File: src/rtl/ps2_pkg.sv
// ---------------------------------------------------------------------------
// ps2_pkg
// Shared definitions for the PS/2 keyboard receive path:
//   - scan-code prefix constants (extended, break, Pause) and the number of
//     bytes that follow an E1 Pause prefix and must be swallowed
//   - frame-reception state encoding
//   - odd-parity helper used when the stop bit is checked
// ---------------------------------------------------------------------------
package ps2_pkg;

   localparam logic [7:0] PS2_EXT    = 8'hE0;
   localparam logic [7:0] PS2_BRK    = 8'hF0;
   localparam logic [7:0] PS2_PAUSE  = 8'hE1;
   localparam logic [2:0] PAUSE_SKIP = 3'd7;

   typedef enum logic [1:0] {
      IDLE   = 2'd0,
      DATA   = 2'd1,
      PARITY = 2'd2,
      STOP   = 2'd3
   } frame_state_t;

   // PS/2 uses odd parity: data bits plus parity bit hold an odd count of ones.
   function automatic logic odd_parity_ok(input logic [7:0] data, input logic par);
      return ^{data, par};
   endfunction

endpackage

File: src/rtl/ps2_rx.sv
// ---------------------------------------------------------------------------
// ps2_rx
// Receives one PS/2 frame at a time from the raw device-driven pins.
//   clk       in   system clock
//   reset_n   in   asynchronous active-low reset
//   ps2_clk   in   PS/2 clock pin (asynchronous)
//   ps2_data  in   PS/2 data pin (asynchronous)
//   rx_byte   out  last correctly received byte (valid with byte_rdy)
//   byte_rdy  out  one-cycle pulse: rx_byte holds a good frame
//   err       out  one-cycle pulse: start/parity/stop error or timeout
// ---------------------------------------------------------------------------
module ps2_rx
   import ps2_pkg::*;
#(
   parameter real CLK_FREQ      = 96.0,
   parameter int  FILTER_CYCLES = 8,
   parameter int  TIMEOUT_US    = 200
) (
   input  logic       clk,
   input  logic       reset_n,
   input  logic       ps2_clk,
   input  logic       ps2_data,
   output logic [7:0] rx_byte,
   output logic       byte_rdy,
   output logic       err
);

   localparam int TO_CYC = $rtoi(CLK_FREQ * TIMEOUT_US + 0.5);
   localparam int TO_W   = $clog2(TO_CYC + 1);
   localparam int FC_W   = $clog2(FILTER_CYCLES + 1);

   logic [1:0]      clk_sync_p0;
   logic [1:0]      data_sync_p0;
   logic            clk_filt_p1;
   logic            clk_filt_p2;
   logic [FC_W-1:0] filt_cnt;
   logic            sample;
   logic            sdata;

   frame_state_t    state;
   logic [2:0]      bit_cnt;
   logic [7:0]      shreg;
   logic            par;
   logic [TO_W-1:0] wdog;

   // Stage p0: two-flop synchronisers. Stage p1: glitch filter on the clock;
   // a level change is only accepted after FILTER_CYCLES consecutive samples
   // disagree with the current filtered level. Stage p2: delayed copy for
   // falling-edge detection.
   always_ff @(posedge clk or negedge reset_n) begin
      if (!reset_n) begin
         clk_sync_p0  <= 2'b11;
         data_sync_p0 <= 2'b11;
         clk_filt_p1  <= 1'b1;
         clk_filt_p2  <= 1'b1;
         filt_cnt     <= '0;
      end else begin
         clk_sync_p0  <= {clk_sync_p0[0], ps2_clk};
         data_sync_p0 <= {data_sync_p0[0], ps2_data};
         clk_filt_p2  <= clk_filt_p1;
         if (clk_sync_p0[1] != clk_filt_p1) begin
            if (filt_cnt == FC_W'(FILTER_CYCLES - 1)) begin
               clk_filt_p1 <= clk_sync_p0[1];
               filt_cnt    <= '0;
            end else begin
               filt_cnt <= filt_cnt + 1'b1;
            end
         end else begin
            filt_cnt <= '0;
         end
      end
   end

   assign sample = clk_filt_p2 & ~clk_filt_p1;
   assign sdata  = data_sync_p0[1];

   // Frame FSM and inter-edge watchdog. A sample event always wins over an
   // expiring watchdog, so a late-but-valid edge still completes the frame.
   always_ff @(posedge clk or negedge reset_n) begin
      if (!reset_n) begin
         state    <= IDLE;
         bit_cnt  <= '0;
         shreg    <= '0;
         par      <= 1'b0;
         wdog     <= '0;
         rx_byte  <= '0;
         byte_rdy <= 1'b0;
         err      <= 1'b0;
      end else begin
         byte_rdy <= 1'b0;
         err      <= 1'b0;
         if (sample) begin
            wdog <= TO_W'(TO_CYC);
            case (state)
               IDLE: begin
                  if (!sdata) begin
                     state   <= DATA;
                     bit_cnt <= '0;
                  end else begin
                     err <= 1'b1;
                  end
               end
               DATA: begin
                  shreg   <= {sdata, shreg[7:1]};
                  bit_cnt <= bit_cnt + 1'b1;
                  if (bit_cnt == 3'd7) state <= PARITY;
               end
               PARITY: begin
                  par   <= sdata;
                  state <= STOP;
               end
               STOP: begin
                  if (sdata && odd_parity_ok(shreg, par)) begin
                     rx_byte  <= shreg;
                     byte_rdy <= 1'b1;
                  end else begin
                     err <= 1'b1;
                  end
                  state <= IDLE;
               end
               default: state <= IDLE;
            endcase
         end else if (state != IDLE) begin
            if (wdog == '0) begin
               state <= IDLE;
               err   <= 1'b1;
            end else begin
               wdog <= wdog - 1'b1;
            end
         end
      end
   end

endmodule

File: src/rtl/ps2_key_encoder.sv
// ---------------------------------------------------------------------------
// ps2_key_encoder
// Turns the PS/2 keyboard stream into the 11-bit key word used by the control
// decoder: {toggle, pressed, extended, code}.
//   clk         in   system clock (clk_sys)
//   reset_n     in   asynchronous active-low reset
//   ps2_clk     in   PS/2 clock pin
//   ps2_data    in   PS/2 data pin
//   ps2_key     out  [10] toggle, [9] pressed, [8] extended, [7:0] scan code
//   key_strobe  out  one-cycle pulse in the cycle ps2_key changes
//   frame_err   out  one-cycle pulse on any frame error or timeout
// Consumers detect a new key event by watching ps2_key[10] flip.
// ---------------------------------------------------------------------------
module ps2_key_encoder
   import ps2_pkg::*;
#(
   parameter real CLK_FREQ      = 96.0,
   parameter int  FILTER_CYCLES = 8,
   parameter int  TIMEOUT_US    = 200
) (
   input  logic        clk,
   input  logic        reset_n,
   input  logic        ps2_clk,
   input  logic        ps2_data,
   output logic [10:0] ps2_key,
   output logic        key_strobe,
   output logic        frame_err
);

   logic [7:0] rx_byte;
   logic       byte_rdy;
   logic       rx_err;
   logic       ext;
   logic       brk;
   logic [2:0] skip;

   ps2_rx #(
      .CLK_FREQ      (CLK_FREQ),
      .FILTER_CYCLES (FILTER_CYCLES),
      .TIMEOUT_US    (TIMEOUT_US)
   ) u_rx (
      .clk      (clk),
      .reset_n  (reset_n),
      .ps2_clk  (ps2_clk),
      .ps2_data (ps2_data),
      .rx_byte  (rx_byte),
      .byte_rdy (byte_rdy),
      .err      (rx_err)
   );

   assign frame_err = rx_err;

   // Prefix decoder and output register. A frame error wipes all pending
   // prefix and Pause-skip state so a half-received sequence cannot leak out
   // as a wrong key.
   always_ff @(posedge clk or negedge reset_n) begin
      if (!reset_n) begin
         ps2_key    <= '0;
         key_strobe <= 1'b0;
         ext        <= 1'b0;
         brk        <= 1'b0;
         skip       <= '0;
      end else begin
         key_strobe <= 1'b0;
         if (rx_err) begin
            ext  <= 1'b0;
            brk  <= 1'b0;
            skip <= '0;
         end else if (byte_rdy) begin
            if (skip != '0) begin
               skip <= skip - 1'b1;
            end else begin
               case (rx_byte)
                  PS2_PAUSE: skip <= PAUSE_SKIP;
                  PS2_EXT:   ext  <= 1'b1;
                  PS2_BRK:   brk  <= 1'b1;
                  default: begin
                     ps2_key    <= {~ps2_key[10], ~brk, ext, rx_byte};
                     key_strobe <= 1'b1;
                     ext        <= 1'b0;
                     brk        <= 1'b0;
                  end
               endcase
            end
         end
      end
   end

endmodule

File: config.mk
export PLATFORM = sky130hd
export DESIGN_NAME = ps2_key_encoder
export DESIGN_NICKNAME = d
export VERILOG_FILES = /design/src/rtl/ps2_pkg.sv /design/src/rtl/ps2_rx.sv /design/src/rtl/ps2_key_encoder.sv
export SDC_FILE = /design/constraint.sdc
export NUM_CORES = 1
export LEC_CHECK = 0
export CORE_ASPECT_RATIO = 1.2
export CORE_MARGIN = 5
export CORE_UTILIZATION = 45
export CTS_BUF_LIST = sky130_fd_sc_hd__clkbuf_2
export DETAILED_ROUTE_END_ITERATION = 12
export GPL_TIMING_DRIVEN = 0
export HOLD_SLACK_MARGIN = 0.12
export SLEW_MARGIN = 0
export SYNTH_ARGS = -nofsm -noshare
export SYNTH_HDL_FRONTEND = slang
export SYNTH_SLANG_ARGS = --single-unit
File: constraint.sdc
create_clock -name clk -period 2.8 [get_ports clk]
set_input_delay 0.28 -clock clk [delete_from_list [all_inputs] [get_ports clk]]
set_output_delay 0.28 -clock clk [all_outputs]
set_load 0.02 [all_outputs]
======== After elaboration in Yosys (flattened, before gate mapping) ========
Index checks and enable logic that the tools add are counted.
storage, ports and cells
  flip-flop bits (word level) ............. 66
  latch bits .............................. 0
  bits in writable memories ............... 0
  ROM bits ................................ 0
  input port bits ......................... 4
  output and inout bits ................... 13
  logic and storage cells ................. 108
  memories kept ........................... 0
cells by class
  add/sub/neg operators ................... 4
  $mul .................................... 0
  div/mod/pow operators ................... 0
  $lt $le $gt $ge ......................... 0
  equality and inequality tests ........... 16
  shift-type cells ........................ 0
  mux-type cells .......................... 38
  bitwise gates (word level) .............. 7
  reductions and logical operators ........ 25
operator list
  cell                   count
  $mux 15                3
  $eq 8x8->1 const B     3
  $mux 1                 18
  $logic_not 15->1       1
  $mux 3                 5
  $sub 15x1->15 const B  1
  $reduce_and 3->1       4
  $mux 2                 5
  $reduce_and 2->1       5
  $reduce_bool 2->1      5
  $reduce_xor 9->1       1
  $mux 4                 2
  $ne 2x1->1 const B     4
  $pmux 2 s4             1
  $reduce_and 4->1       2
  $ne 3x3->1 const B     2
  $not 1->1              6
  $pmux 1 s2             3
  $pmux 3 s2             1
  $reduce_bool 3->1      2
  $add 4x1->4 const B    1
  $eq 2x2->1 const B     2
  $eq 4x3->1 const B     1
  $reduce_or 2->1        2
  other kinds (10)       10

======== Logic depth before layout (Yosys ltp) ========
Gate-level depths: netlist (run 1).
  depth after elaboration ................. 6
  depth in mapped cells ................... 8

======== Cells and area by module ========
From an unflattened synthesis (run 1), not the netlist that was laid out.
unflattened totals
  cell total of the unflattened synthesis .. 279
  area total of the unflattened synthesis .. 3,285.7 µm²
modules (own cells, without submodules)
  module           times used  cells each  area an instance (µm²)  sequential area each (µm²)
  ps2_rx           1           199         2,352.3                 1,233.7
  ps2_key_encoder  1           80          933.4                   425.4

======== Worst setup path after synthesis (run 1) ========
No wires, ideal clock.
  path type ............................... register to register
  from .................................... register skip[0]
  to ...................................... register ps2_key[0]
  data arrival time ....................... 1.847 ns
  data required time ...................... 2.675 ns
  slack ................................... 0.829 ns
  stages on the path, launching flop included .. 8
  buffers on the path ..................... 1
  clock period less this slack ............ 1.971 ns
  cells stage by stage .................... dfrtp_1 inv_1 ha_1 nor2b_1 nand2_1 a211oi_1 buf_2 mux2_2
between the ends
  longest elaborated chain between the ends .. 3
ends and longest elaborated chain
  element                            RTL line               text
  from (decl)                        ps2_key_encoder.sv:35  logic [2:0] skip;
  from (signal assigned)             ps2_key_encoder.sv:71  skip <= skip - 1'b1;
  $reduce_bool 3->1                  ps2_key_encoder.sv:70  if (skip != '0) begin
  $not 1->1 (no source line)         -
  $reduce_and 4->1 (no source line)  -
  to (signal assigned)               ps2_key_encoder.sv:78  ps2_key <= {~ps2_key[10], ~brk, ext, rx_byte};
  to (decl)                          ps2_key_encoder.sv:25  output logic [10:0] ps2_key,
No other way between the ends.
A chain may end at the register's enable or synchronous reset.

======== Worst setup path in the final report (run 1) ========
  from .................................... register skip[0]
  to ...................................... register ps2_key[7]
The elaborated chain is that of the path after synthesis.

==> key figures, run 1 <==
Outcome
  • Status: finished, final reports clean

Power
  • P_int: 1.82 mW
  • Reg power frac: 0.463
  • Sw Ratio: 0.340
  • Clk pwr share: 0.276
  • PwrDens: 784 mW/mm2
  • Static Leak: 1.61 nW
  • Maximum vdd drop: 0.000476 V
  • Switch Pwr: 940 uW
  • Combinational Power Share: 0.262

Critical path
  • Max stage delay on crit path: 0.43 ns
  • Worst path top cell family by delay: flip-flops
  • Setup CP Type: reg -> reg
  • CP arrival: 2.63 ns
  • WP data required: 3.22 ns
  • CP max stage cell: dfrtp_1
  • Buf+Inv Stages, Crit Path: 2
  • Worst setup EP type: flip-flop
  • Critical path fanouts, max: 10
  • Startpoint Class: flip-flop
  • Worst path cell trace: inv_1 > ha_1 > nor2b_1 > nand2_1 > a211oi_1 > buf_2 > mux2_2

Finish
  • Share of layout cells above drive strength 1: 0.202
  • Ant diodes: 0
  • Syn-to-layout area delta: 15.2%
  • Nets@finish: 307

Synth
  • Post-Syn Area: 0.00306 mm2
  • Top-count cell post-synth: dfrtp_1
  • Mapped Cells: 262
  • Share of the synthesized area in the top cell type: 0.491
  • Synth async-reset ratio: 1.00
  • Synth area leaders: dfrtp_1, mux2_2, dfstp_2
  • Post-Syn Area per Cell: 11.7 um2
  • Syn Nets: 277
  • Top_reg_cell synth: dfrtp_1
  • Yosys top cell by area: dfrtp_1
  • Synth warnings: 0
  • Post-synth EDFFs: 0
  • FF+latch count, synth: 66
  • Cell variety after synth: 45
  • Seq/Total Area, Yosys: 0.542
  • Most frequent cells after synthesis: dfrtp_1, mux2_2, nor2_1, nand2_1

Route
  • WL per Instance: 13.6 um
  • DRC Markers: 0
  • Via-to-Cell Ratio: 5.25
  • Via count: 2015
  • Pre-antenna DRT Iters: 4
  • Iteration-0 DRC Markers: 67
  • Remaining antenna violation count: 0
  • Total Wirelength: 5220 um

Timing
  • Fin. max-slew vios: 0
  • Final period util: 0.790
  • RSZ-0062 raised after global routing: false
  • Final-report setup violation count: 0
  • Min setup slack post-route: 0.587 ns
  • Max_slew headroom: 0.454
  • Post-layout min period: 2.21 ns
  • Clock Skew: 0.0403 ns
  • Final Hold Viols: 0
  • Achievable Freq: 0.452 GHz
  • Hold slack final: 0.371 ns
  • Slew @ Worst Pin: 0.818 ns

GRT
  • Initial antenna violation count: 0
  • Congestion Overflow GR: 0
  • Largest net degree at the start of global routing: 67
  • Vias in the first global route: 1963
  • Global-route wire length before repair: 9080 um
  • Gr usage total: 0.136

Clocking
  • Post_cts resized: 0
  • Root Driver: clkbuf_2
  • CTS tree: built
  • Worst-skew pair later-pin latency: 0.51 ns
  • Clk sinks: 66
  • H-tree levels: 3
  • Clock slew at reported path FFs: 0.21 ns
  • Inserted Clock Buffers: 9
  • Setup repair bufs after CTS: 0
  • # hold bufs at CTS: 3
  • Longest Clk Path Bufs: 2

Place
  • DP Wirelength: 3520 um
  • GP Congestion: 0.819
  • IO buf count: 16
  • Place WS: 0.519 ns

Die
  • CORE AREA: 0.00673 mm2
  • Die Width: 85.3 um
  • Die Footprint: 0.00856 mm2
  • Rows: 33
  • Num ports: 17
  • Starting Density: 0.455
  • Die Ht: 100 um

Run
  • Max cap viols: 0

Worst hold path
  • Min-delay worst type: reg -> reg
==> metal layers <==
| metal | global-route usage | vias up | share of wire |
|---|---|---|---|
| met5 | 0 | - | 0 |
| met4 | 0.0585 | 0 | 0.0077 |
| met3 | 0.0460 | 4 | 0.036 |
| met2 | 0.228 | 33 | 0.50 |
| met1 | 0.158 | 990 | 0.46 |
| li1 | - | 988 | - |
==> cells by family (layout without fill, tap and decap cells) <==
family,Yosys count,after routing,share of synthesized area
adders and majority gates,11,11,0.0450
and+or+nand+nor,74,74,0.130
AOI/OAI and AO/OA,44,44,0.0895
xor gates and xnor gates,17,17,0.0556
muxes,31,31,0.113
buffers and inverters,19,54,0.0241
DFF,66,66,0.542
==> flip-flops by register name, summed over array words and instances (netlist names) <==
signal,flops
key_strobe,1
u_rx.rx_byte,8
skip,3
ext,1
ps2_key,11
u_rx.state,2
u_rx.wdog,15
u_rx.err,1
u_rx.clk_filt_p2,1
u_rx.par,1
u_rx.bit_cnt,3
u_rx.data_sync_p0,2
u_rx.filt_cnt,4
u_rx.byte_rdy,1
u_rx.clk_sync_p0,2
u_rx.shreg,8
brk,1
u_rx.clk_filt_p1,1
==> final cells by class <==
| class | instances | area (um2) |
|---|---|---|
| Fill cell | 605 | 3200 |
| Sequential cell | 66 | 1660 |
| Multi-Input combinational cell | 177 | 1330 |
| Timing Repair Buffer | 19 | 188 |
| Clock inverter | 7 | 125 |
| Tap cell | 87 | 109 |
| Clock buffer | 9 | 45.0 |
| Inverter | 12 | 45.0 |
| Buffer | 7 | 28.8 |
==> stage by stage <==
stage	TNS [ns]	cells	instance area, um2	utilization	total power, mW
6_report	0	384	3530	0.524	2.76
5_1_grt	0	384	3530	0.524	2.98
4_1_cts	0	384	3530	0.524	2.80
3_5_place_dp	0	365	3330	0.494	2.02
3_3_place_gp	-47.83	365	3330	0.495	2.00
2_1_floorplan	0	262	3060	-	1.83
==> cell usage in the layout, fill, tap and decap left out, drive strengths merged, types with 2 or more instances in the layout <==
cell           count
nor4               3
o31ai              3
mux2i              2
nand2             14
nand2b             3
or3                4
mux2              29
buf                3
dfrtp             60
xor2               5
nor2b              5
bufinv             3
clkbuf            14
clkinv             2
a21oi             13
or4b               2
o211ai             2
a211oi             3
dfstp              6
nor3               8
nand3              8
or4                3
xnor2             11
ha                11
inv               14
dlygate4sd3        3
o21ai             14
clkdlybuf4s50     15
nor2              19
==> power by group through the flow <==
stage	combinational (mW)	clock [mW]	sequential, mW
CTS	0.734	0.791	1.28
global placement	0.710	0	1.29
floorplan	0.571	0	1.26
global route	0.827	0.846	1.30
finish	0.723	0.763	1.28
detailed placement	0.724	0	1.29
==> final timing paths <==
| kind | from | end | slack [ns] | cells past startpoint |
|---|---|---|---|---|
| min in group asynchronous | reset_n | ps2_key[0] | 0.39 | 2 |
| worst min-delay path | u_rx.data_sync_p0[0] | u_rx.data_sync_p0[1] | 0.37 | 0 |
| max in group asynchronous | reset_n | u_rx.state[0] | 1.85 | 2 |
| worst max-delay path | skip[0] | ps2_key[7] | 0.59 | 7 |
| worst max register to register | skip[0] | ps2_key[7] | 0.59 | 7 |
| worst min register to register | u_rx.data_sync_p0[0] | u_rx.data_sync_p0[1] | 0.37 | 0 |
No activity file was read; power rests on OpenSTA's default activity.
==> inputs of run 2 (changes only) <==
- clock period: 2.8 -> 2.2 ns (I/O delays scaled with it)
==> run 2 against run 1 <==
  * Critical path depth decreased by 2
  * Clock-buffer cell count unchanged
  * Hold slack got worse by 0.044 ns
  * Cell count stayed put
  * Global-route usage grew 0.069 points
  * Maximum frequency rose by 5.2%
  * Flip-flop and latch count unchanged
==> key figures, run 2 (synthesis gave the netlist of run 1 again) <==
Worst hold path
  • Min-delay worst type: in -> async

Power
  • Clk pwr share: 0.274
  • Reg power frac: 0.465
  • PwrDens: 991 mW/mm2
  • Static Leak: 1.61 nW
  • Switch Pwr: 1.21 mW
  • Pwr Total: 3.54 mW
  • Sw Ratio: 0.343
  • Maximum vdd drop: 0.000630 V
  • P_int: 2.33 mW
  • Combinational Power Share: 0.262

Route
  • DRC Markers: 0
  • Total Wirelength: 5270 um
  • Via-to-Cell Ratio: 5.28
  • WL per Instance: 13.7 um
  • Iteration-0 DRC Markers: 70
  • Via count: 2029
  • Pre-antenna DRT Iters: 5
  • Remaining antenna violation count: 0

Place
  • Area after DPL: 0.00333 mm2
  • GP Congestion: 0.819
  • Place WS: -0.0814 ns
  • IO buf count: 16
  • DP Wirelength: 3520 um

GRT
  • Met3 global-route usage: 0.0460
  • Global-route wire length before repair: 9140 um
  • Global route hottest layer: met2
  • Largest net degree at the start of global routing: 67
  • Gr usage total: 0.137
  • Vias in the first global route: 1961
  • Congestion Overflow GR: 0
  • Initial antenna violation count: 0
  • Met2 GRT Util: 0.228
  • Met1 Use GR: 0.160

Clocking
  • Root Driver: clkbuf_2
  • Longest Clk Path Bufs: 2
  • Clk sinks: 66
  • Clock slew at reported path FFs: 0.23 ns
  • H-tree levels: 3
  • CTS tree: built
  • Setup repair bufs after CTS: 0
  • Worst-skew pair later-pin latency: 0.51 ns
  • Inserted Clock Buffers: 9

Critical path
  • Startpoint Class: flip-flop
  • Worst setup EP type: flip-flop
  • Critical path fanouts, max: 3
  • Max stage delay on crit path: 0.61 ns
  • Worst path top cell family by delay: simple AND/OR/NAND/NOR gates
  • FF-to-FF setup slack: 0.1 ns
  • CP arrival: 2.53 ns
  • Setup CP Type: reg -> reg
  • Worst path cell trace: or4b_1 > o41ai_1 > and2_1 > mux2_2 > nor2_1
  • WP data required: 2.62 ns
  • Buf+Inv Stages, Crit Path: 0
  • CP max stage cell: or4b_1

Timing
  • Min setup slack post-route: 0.0963 ns
  • Setup tns final: 0 ns
  • Slew @ Worst Pin: 0.820 ns
  • Clock Skew: 0.0409 ns
  • Post-layout min period: 2.10 ns
  • RSZ-0062 raised after global routing: false
  • Max_slew headroom: 0.453
  • Final period util: 0.956
  • Final Hold Viols: 0
  • Achievable Freq: 0.475 GHz
  • Final-report setup violation count: 0
  • Fin. max-slew vios: 0

Run
  • Max cap viols: 0

Die
  • Num ports: 17
  • Die Width: 85.3 um
  • Starting Density: 0.455
  • Rows: 33
  • Die Footprint: 0.00856 mm2
  • Die Ht: 100 um
  • CORE AREA: 0.00673 mm2

Finish
  • Share of layout cells above drive strength 1: 0.219
  • Commonest cells after routing, fill and taps aside: dfrtp_1, mux2_2, nor2_1
  • Fillers: 599
  • Ant diodes: 0
  • Nets@finish: 307
  • Max FFs per register: 15
  • Largest Register: u_rx.wdog
  • Biggest regs: u_rx.wdog (15), ps2_key (11)
  • Most common cell after layout, fill and taps aside: dfrtp_1
  • Post-route cell area: 0.00357 mm2
  • Syn-to-layout area delta: 16.7%

Outcome
  • Status: finished, final reports clean
run 2: metrics by stage:
step	utilization	std cells	hold WS [ns]
final	0.531	384	0.327
after global routing	0.531	384	0.339
after CTS	0.525	384	0.306
after detailed placement	0.494	365	0.347
after global placement	0.495	365	0.347
after floorplan	-	262	-0.0756
run 2: worst paths after layout:
check                                startpoint                   end  depth (start not counted)
setup / recovery                u_rx.rx_byte[1]               skip[1]                          5
max in group asynchronous               reset_n         u_rx.state[0]                          2
hold reg to reg            u_rx.data_sync_p0[0]  u_rx.data_sync_p0[1]                          0
min in group clk           u_rx.data_sync_p0[0]  u_rx.data_sync_p0[1]                          0
hold / removal                          reset_n            ps2_key[0]                          2
setup reg to reg                u_rx.rx_byte[1]               skip[1]                          5
run 2: area by class of cell:
cell class,instances,area [um2],area share
sequential,66,1660,0.465
multi-input combinational,177,1370,0.383
timing repair buffer,19,188,0.0526
clock inverter,7,125,0.0350
tap,87,109,0.0305
clock buffer,9,45.0,0.0126
inverter,12,45.0,0.0126
buffer,7,31.3,0.00876
run 2: per-layer routing:
metal  vias to the layer above  routed length (um)
li1                        992                   -
met1                      1000                2380
met2                        33                2670
met3                         4                 189
met4                         0                  40
met5                         -                   0
run 2: power groups by stage:
stage	logic, mW	clock network, mW	registers [mW]
after CTS	0.935	1.01	1.63
final	0.927	0.969	1.64
after detailed placement	0.921	0	1.65
after floorplan	0.727	0	1.60
after global routing	1.06	1.08	1.68
after global placement	0.903	0	1.64
run 2: repair_timing:
| item | CTS | global route |
|---|---|---|
| gates resized for setup | 1 | 8 |
| hold buffers | 3 | 0 |
| endpoints found under the setup margin | 7 | 15 |
| endpoints found under the hold margin | 62 | 0 |
==> inputs of run 3 (changes only) <==
- CORE_UTILIZATION: 45 -> 40
==> run 3 against run 2 <==
  * Clock skew fell by 0.029 ns
  * Final area is 1.5% lower
  * Cell count grew 2.1%
  * Critical path type unchanged
  * Critical endpoint is now u_rx.wdog[12]
  * Largest power group unchanged
==> key figures, run 3 (synthesis gave the netlist of run 1 again) <==
Outcome
  • Status: finished, final reports clean

Route
  • Iteration-0 DRC Markers: 49
  • Remaining antenna violation count: 0
  • Total Wirelength: 5180 um
  • Pre-antenna DRT Iters: 4
  • DRC Markers: 0
  • WL per Instance: 13.2 um
  • Via count: 1985
  • Via-to-Cell Ratio: 5.06

Die
  • Die Width: 89.9 um
  • Rows: 35
  • Num ports: 17
  • Die Footprint: 0.00951 mm2
  • Starting Density: 0.404
  • CORE AREA: 0.00758 mm2
  • Die Ht: 106 um

Timing
  • Final period util: 0.946
  • Final-report setup violation count: 0
  • RSZ-0062 raised after global routing: true
  • Achievable Freq: 0.480 GHz
  • Max_slew headroom: 0.458
  • Min setup slack post-route: 0.118 ns
  • Post-layout min period: 2.08 ns
  • Clock Skew: 0.0122 ns
  • Slew @ Worst Pin: 0.813 ns
  • Final Hold Viols: 0
  • Fin. max-slew vios: 0

Critical path
  • Worst path top cell family by delay: simple AND/OR/NAND/NOR gates
  • Max stage delay on crit path: 0.50 ns
  • FF-to-FF setup slack: 0.12 ns
  • Critical path fanouts, max: 6
  • FF-to-FF path depth: 7
  • CP max stage cell: or4b_1
  • Startpoint Class: flip-flop
  • CP arrival: 2.44 ns
  • Buf+Inv Stages, Crit Path: 2
  • Setup CP Type: reg -> reg
  • Worst setup EP type: flip-flop
  • Reg-to-Reg End: u_rx.wdog[12]
  • WP data required: 2.56 ns
  • Worst path cell trace: inv_1 > ha_1 > or4b_1 > buf_2 > nor4_2 > mux2i_1 > nor2_1
  • Reg2reg start: u_rx.state[1]

Finish
  • Commonest cells after routing, fill and taps aside: dfrtp_1, mux2_2, nor2_1
  • Most common cell after layout, fill and taps aside: dfrtp_1
  • Nets@finish: 310
  • Largest Register: u_rx.wdog
  • Layout Utilization: 0.464
  • Max FFs per register: 15
  • Layout Cells excl Fill: 392
  • Ant diodes: 0
  • Post-route cell area: 0.00352 mm2
  • Share of layout cells above drive strength 1: 0.213
  • Syn-to-layout area delta: 14.9%
  • Biggest regs: u_rx.wdog (15), ps2_key (11)

Worst hold path
  • Min-delay worst type: in -> async

GRT
  • Met2 GRT Util: 0.199
  • Gr usage total: 0.121
  • Global route hottest layer: met2
  • Largest net degree at the start of global routing: 67
  • Met3 global-route usage: 0.0314
  • Global-route wire length before repair: 9430 um
  • Initial antenna violation count: 0
  • Met1 Use GR: 0.144
  • Vias in the first global route: 2074
  • Congestion Overflow GR: 0

Clocking
  • Worst-skew pair later-pin latency: 0.48 ns
  • Longest Clk Path Bufs: 2
  • Clk sinks: 66
  • Clock slew at reported path FFs: 0.16 ns
  • Inserted Clock Buffers: 9
  • H-tree levels: 3
  • Root Driver: clkbuf_2
  • CTS tree: built

Power
  • PwrDens: 926 mW/mm2
  • Maximum vdd drop: 0.000557 V
  • Static Leak: 1.60 nW

Place
  • GP Congestion: 0.805
  • IO buf count: 16
  • Area after DPL: 0.00333 mm2
  • DP Wirelength: 3480 um
  • Placed cell count: 370
  • Place WS: -0.0403 ns

Run
  • Max cap viols: 0
-- run 3: how the worst max path moves through the flow --
stage                   from            end  cells past startpoint
3_3_place_gp         reset_n   u_rx.wdog[1]                      1
4_1_cts        u_rx.state[0]  u_rx.wdog[12]                      7
3_5_place_dp         skip[0]     ps2_key[1]                      7
2_1_floorplan        skip[0]     ps2_key[0]                      7
6_report       u_rx.state[1]  u_rx.wdog[12]                      7
5_1_grt        u_rx.state[1]  u_rx.wdog[12]                      7
-- run 3: worst reg2reg max path, cell delays in order (launching register included) --
cell	delay, ns
dfrtp_1	0.45
inv_1	0.10
ha_1	0.21
or4b_1	0.50
buf_2	0.18
nor4_2	0.26
mux2i_1	0.22
nor2_1	0.05
-- run 3: power breakdown --
part | total, mW | switching [mW] | internal, mW
clock network | 0.673 | 0.404 | 0.269
logic | 0.956 | 0.537 | 0.419
registers | 1.63 | 0.200 | 1.43
-- run 3: stage by stage --
step / hold slack [ns] / total power [mW] / setup TNS (ns)
floorplan: -0.0756 / 2.33 / 0
global placement: 0.347 / 2.55 / -80.16
detailed placement: 0.348 / 2.57 / -0.245
CTS: 0.355 / 3.26 / 0
global route: 0.379 / 3.53 / -0.108
finish: 0.351 / 3.26 / 0
-- run 3: timing repair --
item,CTS,global route
hold endpoints to repair,62,0
setup endpoints to repair,7,17
pin swaps,0,1
hold buffers,3,0
setup buffers,0,3
gates resized for setup,1,6
-- run 3: area by class of cell --
type                       instances  area [um2]
fill                             684        4060
sequential                        66        1660
multi-input combinational        177        1350
timing repair buffer              22         210
tap                               92         115
clock buffer                      12        60.1
inverter                          12        45.0
clock inverter                     4        42.5
buffer                             7        31.3
-- run 3: per-layer routing --
metal | up-vias | part of all wire
li1 | 987 | -
met5 | - | 0
met1 | 959 | 0.45
met2 | 28 | 0.49
met3 | 11 | 0.039
met4 | 0 | 0.019
